===== src/rtl/munoc_network_link.sv =====
// Shared muNoC link definitions: flit framing (head/tail bit positions,
// payload widths) and the packetizer FSM state encoding.
package munoc_network_link;

  // awlen(8) + awsize(3) + awburst(2) ride in every header after the IDs and address
  localparam int AW_CTRL_BITS = 13;

  typedef enum logic [1:0] {
    ST_IDLE = 2'd0,
    ST_HEAD = 2'd1,
    ST_DATA = 2'd2
  } pkt_state_e;

  function automatic int hdr_payload_bits(input int bw_node_id, input int bw_tid,
                                          input int bw_addr);
    return 2 * bw_node_id + bw_tid + bw_addr + AW_CTRL_BITS;
  endfunction

  function automatic int data_payload_bits(input int bw_data);
    return 9 * bw_data / 8;
  endfunction

  function automatic int flit_bits(input int bw_node_id, input int bw_tid,
                                   input int bw_addr, input int bw_data);
    int hdr;
    int dat;
    hdr = hdr_payload_bits(bw_node_id, bw_tid, bw_addr);
    dat = data_payload_bits(bw_data);
    return 2 + ((hdr > dat) ? hdr : dat);
  endfunction

  function automatic int head_bit(input int bw_flit);
    return bw_flit - 1;
  endfunction

  function automatic int tail_bit(input int bw_flit);
    return bw_flit - 2;
  endfunction

endpackage


===== src/rtl/munoc_wreq_packetizer_if.sv =====
// AXI AW/W channels plus the request flit link of the write-request packetizer.
// master = AXI/router side driver, slave = the packetizer itself.
interface munoc_wreq_packetizer_if
  import munoc_network_link::*;
#(
  parameter int BW_ADDR    = 32,
  parameter int BW_DATA    = 32,
  parameter int BW_TID     = 4,
  parameter int BW_NODE_ID = 4
);
  localparam int BW_FLIT = flit_bits(BW_NODE_ID, BW_TID, BW_ADDR, BW_DATA);

  logic                    awvalid;
  logic                    awready;
  logic [BW_ADDR-1:0]      awaddr;
  logic [BW_TID-1:0]       awid;
  logic [7:0]              awlen;
  logic [2:0]              awsize;
  logic [1:0]              awburst;
  logic [BW_NODE_ID-1:0]   aw_dest_id;

  logic                    wvalid;
  logic                    wready;
  logic [BW_DATA-1:0]      wdata;
  logic [BW_DATA/8-1:0]    wstrb;
  logic                    wlast;

  logic                    flit_valid;
  logic [BW_FLIT-1:0]      flit_data;
  logic                    flit_ready;

  modport master (
    output awvalid, awaddr, awid, awlen, awsize, awburst, aw_dest_id,
    output wvalid, wdata, wstrb, wlast,
    output flit_ready,
    input  awready, wready, flit_valid, flit_data
  );

  modport slave (
    input  awvalid, awaddr, awid, awlen, awsize, awburst, aw_dest_id,
    input  wvalid, wdata, wstrb, wlast,
    input  flit_ready,
    output awready, wready, flit_valid, flit_data
  );

endinterface


===== src/rtl/munoc_flit_slot.sv =====
// One-entry valid/ready output register shared by the muNoC request packetizers.
// A new flit may be loaded in the same cycle the held one drains.
module munoc_flit_slot #(
  parameter int BW = 8
) (
  input  logic          clk,
  input  logic          rst,
  input  logic          load,
  input  logic [BW-1:0] load_data,
  output logic          can_load,
  output logic          out_valid,
  output logic [BW-1:0] out_data,
  input  logic          out_ready
);

  assign can_load = !out_valid || out_ready;

  // data is only overwritten on load, so it stays stable through a stall
  always_ff @(posedge clk or posedge rst) begin
    if (rst) begin
      out_valid <= 1'b0;
      out_data  <= '0;
    end else if (load) begin
      out_valid <= 1'b1;
      out_data  <= load_data;
    end else if (out_ready) begin
      out_valid <= 1'b0;
    end
  end

endmodule


===== src/rtl/munoc_wreq_packetizer.sv =====
// Converts one AXI write burst (AW + W beats) into a muNoC request packet:
// a header flit followed by one data flit per beat, tail on the last beat.
module munoc_wreq_packetizer
  import munoc_network_link::*;
#(
  parameter int BW_ADDR     = 32,
  parameter int BW_DATA     = 32,
  parameter int BW_TID      = 4,
  parameter int BW_NODE_ID  = 4,
  parameter int SRC_NODE_ID = 0
) (
  input  logic                    clk,
  input  logic                    rst,
  munoc_wreq_packetizer_if.slave  bus,
  output logic                    err_len
);

  localparam int BW_HDR   = hdr_payload_bits(BW_NODE_ID, BW_TID, BW_ADDR);
  localparam int BW_DPL   = data_payload_bits(BW_DATA);
  localparam int BW_FLIT  = flit_bits(BW_NODE_ID, BW_TID, BW_ADDR, BW_DATA);
  localparam int HEAD_BIT = head_bit(BW_FLIT);
  localparam int TAIL_BIT = tail_bit(BW_FLIT);
  localparam int N_LANES  = BW_DATA / 8;
  localparam logic [BW_NODE_ID-1:0] SRC_ID = BW_NODE_ID'(SRC_NODE_ID);

  pkt_state_e state;
  pkt_state_e state_next;

  logic [BW_ADDR-1:0]    addr_q;
  logic [BW_TID-1:0]     id_q;
  logic [7:0]            len_q;
  logic [2:0]            size_q;
  logic [1:0]            burst_q;
  logic [BW_NODE_ID-1:0] dest_q;
  logic [7:0]            beat_cnt;

  logic                  slot_free;
  logic                  slot_load;
  logic [BW_FLIT-1:0]    slot_data;
  logic                  capture_aw;
  logic                  w_hs;
  logic                  tail_beat;

  function automatic logic [BW_FLIT-1:0] make_header(
    input logic [BW_NODE_ID-1:0] dest,
    input logic [BW_TID-1:0]     id,
    input logic [BW_ADDR-1:0]    addr,
    input logic [7:0]            len,
    input logic [2:0]            size,
    input logic [1:0]            burst
  );
    logic [BW_FLIT-1:0] f;
    f = '0;
    f[HEAD_BIT] = 1'b1;
    f[BW_HDR-1:0] = {dest, SRC_ID, id, addr, len, size, burst};
    return f;
  endfunction

  // byte lane 0 lands at the payload MSB, each lane carried as {strb, byte}
  function automatic logic [BW_FLIT-1:0] make_data(
    input logic [BW_DATA-1:0]   data,
    input logic [N_LANES-1:0]   strb,
    input logic                 tail
  );
    logic [BW_FLIT-1:0] f;
    f = '0;
    f[TAIL_BIT] = tail;
    for (int i = 0; i < N_LANES; i++) begin
      f[BW_DPL-1-9*i -: 9] = {strb[i], data[8*i +: 8]};
    end
    return f;
  endfunction

  assign tail_beat = (beat_cnt == len_q);
  assign w_hs      = (state == ST_DATA) && bus.wvalid && slot_free;

  munoc_flit_slot #(.BW(BW_FLIT)) u_slot (
    .clk       (clk),
    .rst       (rst),
    .load      (slot_load),
    .load_data (slot_data),
    .can_load  (slot_free),
    .out_valid (bus.flit_valid),
    .out_data  (bus.flit_data),
    .out_ready (bus.flit_ready)
  );

  always_ff @(posedge clk or posedge rst) begin
    if (rst) begin
      state <= ST_IDLE;
    end else begin
      state <= state_next;
    end
  end

  // HEAD holds an accepted AW whose header could not enter the slot yet;
  // the header is then rebuilt from the captured fields.
  always_comb begin
    state_next  = state;
    bus.awready = 1'b0;
    bus.wready  = 1'b0;
    slot_load   = 1'b0;
    slot_data   = '0;
    capture_aw  = 1'b0;
    case (state)
      ST_IDLE: begin
        bus.awready = slot_free && !rst;
        if (bus.awvalid && bus.awready) begin
          capture_aw = 1'b1;
          if (slot_free) begin
            slot_load  = 1'b1;
            slot_data  = make_header(bus.aw_dest_id, bus.awid, bus.awaddr,
                                     bus.awlen, bus.awsize, bus.awburst);
            state_next = ST_DATA;
          end else begin
            state_next = ST_HEAD;
          end
        end
      end
      ST_HEAD: begin
        if (slot_free) begin
          slot_load  = 1'b1;
          slot_data  = make_header(dest_q, id_q, addr_q, len_q, size_q, burst_q);
          state_next = ST_DATA;
        end
      end
      ST_DATA: begin
        bus.wready = slot_free;
        if (w_hs) begin
          slot_load = 1'b1;
          slot_data = make_data(bus.wdata, bus.wstrb, tail_beat);
          if (tail_beat) begin
            state_next = ST_IDLE;
          end
        end
      end
      default: state_next = ST_IDLE;
    endcase
  end

  // tail comes from the beat count; wlast is only cross-checked into err_len
  always_ff @(posedge clk or posedge rst) begin
    if (rst) begin
      addr_q   <= '0;
      id_q     <= '0;
      len_q    <= '0;
      size_q   <= '0;
      burst_q  <= '0;
      dest_q   <= '0;
      beat_cnt <= '0;
      err_len  <= 1'b0;
    end else begin
      if (capture_aw) begin
        addr_q   <= bus.awaddr;
        id_q     <= bus.awid;
        len_q    <= bus.awlen;
        size_q   <= bus.awsize;
        burst_q  <= bus.awburst;
        dest_q   <= bus.aw_dest_id;
        beat_cnt <= '0;
      end else if (w_hs) begin
        beat_cnt <= beat_cnt + 8'd1;
      end
      if (w_hs && (bus.wlast != tail_beat)) begin
        err_len <= 1'b1;
      end
    end
  end

endmodule


===== src/flat_wrapper.sv =====
// flat-port wrapper written by rule: the top's interface ports become plain ports
module munoc_wreq_packetizer_flat import munoc_network_link::*;
#(
  parameter int BW_ADDR     = 32,
  parameter int BW_DATA     = 32,
  parameter int BW_TID      = 4,
  parameter int BW_NODE_ID  = 4,
  parameter int SRC_NODE_ID = 0
)
  (clk, rst, err_len, bus_awvalid, bus_awaddr, bus_awid, bus_awlen, bus_awsize, bus_awburst, bus_aw_dest_id, bus_wvalid, bus_wdata, bus_wstrb, bus_wlast, bus_flit_ready, bus_awready, bus_wready, bus_flit_valid, bus_flit_data);
  munoc_wreq_packetizer_if #(.BW_ADDR(BW_ADDR), .BW_DATA(BW_DATA), .BW_TID(BW_TID), .BW_NODE_ID(BW_NODE_ID)) bus_i ();
  input  logic clk;
  input  logic rst;
  output logic err_len;
  input wire logic [$bits(bus_i.awvalid)-1:0] bus_awvalid;
  input wire logic [$bits(bus_i.awaddr)-1:0] bus_awaddr;
  input wire logic [$bits(bus_i.awid)-1:0] bus_awid;
  input wire logic [$bits(bus_i.awlen)-1:0] bus_awlen;
  input wire logic [$bits(bus_i.awsize)-1:0] bus_awsize;
  input wire logic [$bits(bus_i.awburst)-1:0] bus_awburst;
  input wire logic [$bits(bus_i.aw_dest_id)-1:0] bus_aw_dest_id;
  input wire logic [$bits(bus_i.wvalid)-1:0] bus_wvalid;
  input wire logic [$bits(bus_i.wdata)-1:0] bus_wdata;
  input wire logic [$bits(bus_i.wstrb)-1:0] bus_wstrb;
  input wire logic [$bits(bus_i.wlast)-1:0] bus_wlast;
  input wire logic [$bits(bus_i.flit_ready)-1:0] bus_flit_ready;
  output wire logic [$bits(bus_i.awready)-1:0] bus_awready;
  output wire logic [$bits(bus_i.wready)-1:0] bus_wready;
  output wire logic [$bits(bus_i.flit_valid)-1:0] bus_flit_valid;
  output wire logic [$bits(bus_i.flit_data)-1:0] bus_flit_data;
  assign bus_i.awvalid = bus_awvalid;
  assign bus_i.awaddr = bus_awaddr;
  assign bus_i.awid = bus_awid;
  assign bus_i.awlen = bus_awlen;
  assign bus_i.awsize = bus_awsize;
  assign bus_i.awburst = bus_awburst;
  assign bus_i.aw_dest_id = bus_aw_dest_id;
  assign bus_i.wvalid = bus_wvalid;
  assign bus_i.wdata = bus_wdata;
  assign bus_i.wstrb = bus_wstrb;
  assign bus_i.wlast = bus_wlast;
  assign bus_i.flit_ready = bus_flit_ready;
  assign bus_awready = bus_i.awready;
  assign bus_wready = bus_i.wready;
  assign bus_flit_valid = bus_i.flit_valid;
  assign bus_flit_data = bus_i.flit_data;
  munoc_wreq_packetizer #(.BW_ADDR(BW_ADDR), .BW_DATA(BW_DATA), .BW_TID(BW_TID), .BW_NODE_ID(BW_NODE_ID), .SRC_NODE_ID(SRC_NODE_ID)) u_core (.clk(clk), .rst(rst), .bus(bus_i), .err_len(err_len));
endmodule

===== config.mk =====
export PLATFORM = sky130hd
export DESIGN_NAME = munoc_wreq_packetizer_flat
export DESIGN_NICKNAME = d
export VERILOG_FILES = /design/src/rtl/munoc_network_link.sv /design/src/rtl/munoc_wreq_packetizer_if.sv /design/src/rtl/munoc_flit_slot.sv /design/src/rtl/munoc_wreq_packetizer.sv /design/src/flat_wrapper.sv
export SDC_FILE = /design/constraint.sdc
export NUM_CORES = 1
export LEC_CHECK = 0
export CORE_MARGIN = 3
export CORE_UTILIZATION = 51
export DETAILED_ROUTE_END_ITERATION = 10
export GPL_TIMING_DRIVEN = 0
export PLACE_DENSITY = 0.89
export RECOVER_POWER = 50
export SYNTH_ARGS = -nofsm -noshare
export SYNTH_HDL_FRONTEND = slang
export SYNTH_SLANG_ARGS = --single-unit
export TNS_END_PERCENT = 100

===== constraint.sdc =====
create_clock -name clk -period 6.5 [get_ports clk]
set_input_delay 1.3 -clock clk [delete_from_list [all_inputs] [get_ports clk]]
set_output_delay 1.3 -clock clk [all_outputs]
set_load 0.01 [all_outputs]

# == After elaboration in Yosys (flattened, before gate mapping) ==
# Cells that the tools add are included.
# classes
multipliers,0
n_addsub,1
n_reduce_logical,12
order_cmp,0
shifts,0
n_mux,23
div,0
n_eq_ne,8
bitwise,0
# ops
operator,count
2-to-1 mux 59 bit,3
one-hot mux 59 bit (3 select lines),1
2-to-1 mux 58 bit,1
2-to-1 mux 8 bit,2
2-to-1 mux 2 bit,5
2-to-1 mux 1 bit,9
"adder 8 x 1 -> 8 bit, second input constant",1
equality test 8 bit,1
"!= test 2 x 1 -> 1 bit, second input constant",4
one-hot mux 2 bit (3 select lines),1
logical AND 1 bit,5
AND reduction 4 bit,1
nonzero test 2 bit,2
one-hot mux 1 bit (3 select lines),1
"equality test 2 x 1 -> 1 bit, second input constant",1
"equality test 2 bit, second input constant",1
logical NOT 1 bit,2
logical NOT 2 bit,1
logical OR 1 bit,1
!= test 1 bit,1
# totals
n_memories,0
input_bits,95
ramBits,0
latchBits,0
output_inout_bits,63
mem_bits_ro,0
reg_bits,124

# == Depth between registers and ports, before layout ==
# logic_depth
word_depth,7
mapped_depth,8
ltp_nobuf,4

# == Hierarchy ==
# Synthesis repeated with hierarchy kept, for this count alone.
# unflattened
hier_cells,420
hier_area_um2,5939.4
# by_module_without_submodules
mod,cells_per_inst,instances,seq_area_each_um2,area_per_inst_um2
munoc_wreq_packetizer,291,1,1601.5,3404.5
munoc_flit_slot,129,1,1501.4,2534.9

# == Worst setup path before layout ==
# No wires, ideal clock.
# synth_path
path_kind,input port to output port
start,in bus_flit_ready
end,out bus_awready
setup_slack_ps,3492
required_time_ps,5200
arrival_ps,1708
path_stages,2
cell_sequence,nor2b_1 nor4_1
# synth_via
elab_chain_len,3
# synth_lines
item,line,text
"start, declared",flat_wrapper.sv:26,input wire logic [$bits(bus_i.flit_ready)-1:0] bus_flit_ready;
logical OR 1 bit,munoc_flit_slot.sv:16,assign can_load = !out_valid || out_ready;
logical AND 1 bit,munoc_wreq_packetizer.sv:107,bus.awready = slot_free && !rst;
2-to-1 mux 1 bit,munoc_wreq_packetizer.sv:105,case (state)
"end, declared",flat_wrapper.sv:27,output wire logic [$bits(bus_i.awready)-1:0] bus_awready;
# Every way passes these cells.

==> reports/qor.csv <==
metric,value,unit
cell row count,36,
buffer depth of the longest clock path,2,
Starting Density,0.5307,
Critical Path Start Type,primary input,
H-tree depth,4,
final worst path period need,4.284,ns
Die Y,107.5,um
Synth Register Bits,120,
Die ar.,0.01157,sq mm
Core ar.,0.009910,sq mm
f_max,233.4,MHz
Multi-input gate area,0.001919,sq mm
layout cell share with drive strength beyond 1,0.1022,
post-synthesis cell area,0.005259,sq mm
max_cap viols,2,
crit end category,async pin,
"FFs w/ async S/R, synth",1.000,
grt ovf,0,
hold buffers post-CTS,0,
post-CTS setup repair buffer count,0,
Via Count,4734,
hold crit path type,register to register,
detail-routed via count per cell,5.710,
unrepaired setup endpoints after global routing,false,
headroom to the max-slew limit,-0.2939,
Post-DRT Antenna Nets,0,
"most common cell after layout, fill and taps aside",clkdlybuf4s50_1,
Place WS,2.450,ns
largest driver fanout on the critical path,82,
clock latency on the worst-skew pair,0.51,ns
post-synth cell types,44,
Power Density,422.7,mW/mm^2
critical path data arrival time,4.51,ns
IO Count,158,
post-route clock period utilization,0.6591,
ys flop type,dfrtp_1,
cts bufs inserted,17,
Post-Synthesis Cells,507,
fillers,647,
CP Class,primary input to async pin,
DP HPWL,11010,um
Detailed Routing Iterations Pass 1,5,
# resized after CTS,0,
final WL,15850,um
Syn Area/Cell,10.37,sq um
Area Growth Syn to Fin,43.40,%
CTS root buffer,clkbuf_8,
WL/cell,19.12,um
IO buf count,153,
Leakage,3.613,nW
Final nets,779,
Final Instance Count excl. Fillers,829,
final worst slack,2.216,ns
final setup vio count,0,
post-synthesis sequential area ratio,0.5710,
clock sinks,120,
GRT Total Usage,0.2848,
Starting DRT DRC Count,405,
Post-Route Skew,0.01046,ns
FF/Latch Area,0.003003,sq mm
final-report hold violation count,0,
Yosys warnings,0,
Die Span X,107.5,um
Slew @ Worst Pin,1.941,ns
most frequent cells in the layout,"clkdlybuf4s50_1, nand2_1, dfrtp_1, inv_1, o21ai_0",
Final Wtd Congestion,0.8562,
"EDFF count, synth",0,
first-pass GRT wire length,25370,um
status,finished with violations,
maximum vdd drop,0.2038,mV
vias in the first global route,5074,
setup TNS,0,ns
dpl cells,797,
initial antenna violation count,1,
WHS,0.4779,ns
Worst Path Required,6.73,ns
DRC,0,
"Slew Viols, Final",123,
TritonCTS clock tree,built,
failing checks,"max-capacitance violations, max-slew violations",
largest net degree at the start of global routing,83,
clock-pin slew on the worst setup and hold paths,0.06,ns
## critical path, stage by stage
cell and delay, ns:
dlygate4sd3_1 0.60, clkinvlp_2 1.01, clkbuf_2 1.56
## synth_stat cells, types with 8 or more instances
| cell | n | area, sq um |
|---|---|---|
| a21o_1 | 18 | 135.1 |
| a221o_1 | 17 | 170.2 |
| a222oi_1 | 12 | 120.1 |
| a22oi_1 | 14 | 105.1 |
| a2bb2oi_1 | 8 | 70.07 |
| a32oi_1 | 10 | 87.58 |
| and2_4 | 14 | 122.6 |
| buf_2 | 13 | 65.06 |
| clkbuf_1 | 12 | 45.04 |
| dfrtp_1 | 120 | 3003 |
| inv_1 | 27 | 101.4 |
| nand2_1 | 127 | 476.7 |
| nand3_1 | 13 | 65.06 |
| nor2_1 | 8 | 30.03 |
| o21ai_0 | 26 | 130.1 |
| xor2_1 | 8 | 70.07 |
## state kept, by name, summed over array words and instances (netlist names)
signal                   cells
u_core.u_slot.out_data      55
u_core.addr_q               32
u_core.beat_cnt              8
u_core.len_q                 8
u_core.dest_q                4
u_core.id_q                  4
u_core.size_q                3
u_core.burst_q               2
u_core.state                 2
u_core.err_len               1
u_core.u_slot.out_valid      1
## where the power goes
part           total [W]  internal (W)  switching, W
registers        0.00125       0.00105      0.000206
clock network   0.000967      0.000624      0.000344
logic           0.000969      0.000506      0.000463
total            0.00319       0.00218       0.00101
## layer usage
metal,track usage,vias up,wire [um],part of all wire
li1,-,2119,-,-
met1,0.3438,2325,6152,0.39
met2,0.4778,252,8026,0.51
met3,0.07199,38,1191,0.075
met4,0.1344,0,479,0.030
met5,0,-,0,0
## path summary, 6_finish.rpt
check                      slack [ns]                                     end  cells past startpoint                                start
setup reg to reg                 3.86            u_core.addr_q[1]$_DFFE_PP0P_                      8  u_core.u_slot.out_valid$_DFFE_PP0P_
setup / recovery                 2.22           u_core.addr_q[15]$_DFFE_PP0P_                      3                                  rst
hold / removal                   0.48              u_core.id_q[0]$_DFFE_PP0P_                      1           u_core.id_q[0]$_DFFE_PP0P_
hold reg to reg                  0.48              u_core.id_q[0]$_DFFE_PP0P_                      1           u_core.id_q[0]$_DFFE_PP0P_
max in group clk                 2.39                             bus_awready                      3                                  rst
min in group asynchronous        1.74  u_core.u_slot.out_data[55]$_DFFE_PP0P_                      2                                  rst
## metrics by stage
step                instance area (sq um)  total power (W)  utilization
global placement                     6968         0.002174       0.7032
detailed placement                   7000         0.002234       0.7064
CTS                                  7612         0.003220       0.7682
finish                               7541         0.003188       0.7610
floorplan                            5270         0.001716            -
global route                         7541         0.003356       0.7610
## cell type report
cell class | count | area share
plain buffers | 36 | 0.02588
flip-flops and latches | 120 | 0.3982
clock buffers | 17 | 0.05492
clock inverters | 14 | 0.02622
diodes | 1 | 0.0003318
well taps | 133 | 0.02207
multi-input cells | 326 | 0.2545
inverters | 28 | 0.01410
repair buffers | 154 | 0.2037
## cells by family (layout without fill, tap and decap cells)
family,Yosys count,after routing,synth area share
and+or+nand+nor,187,187,0.1694
AOI/OAI and AO/OA,124,124,0.1782
DFF,120,120,0.5710
buffers and inverters,64,249,0.06162
xor gates and xnor gates,10,10,0.01666
adders and majority gates,1,1,0.002379
other,1,5,0.0007131
Note: power is estimated with default switching activity, not from simulation.
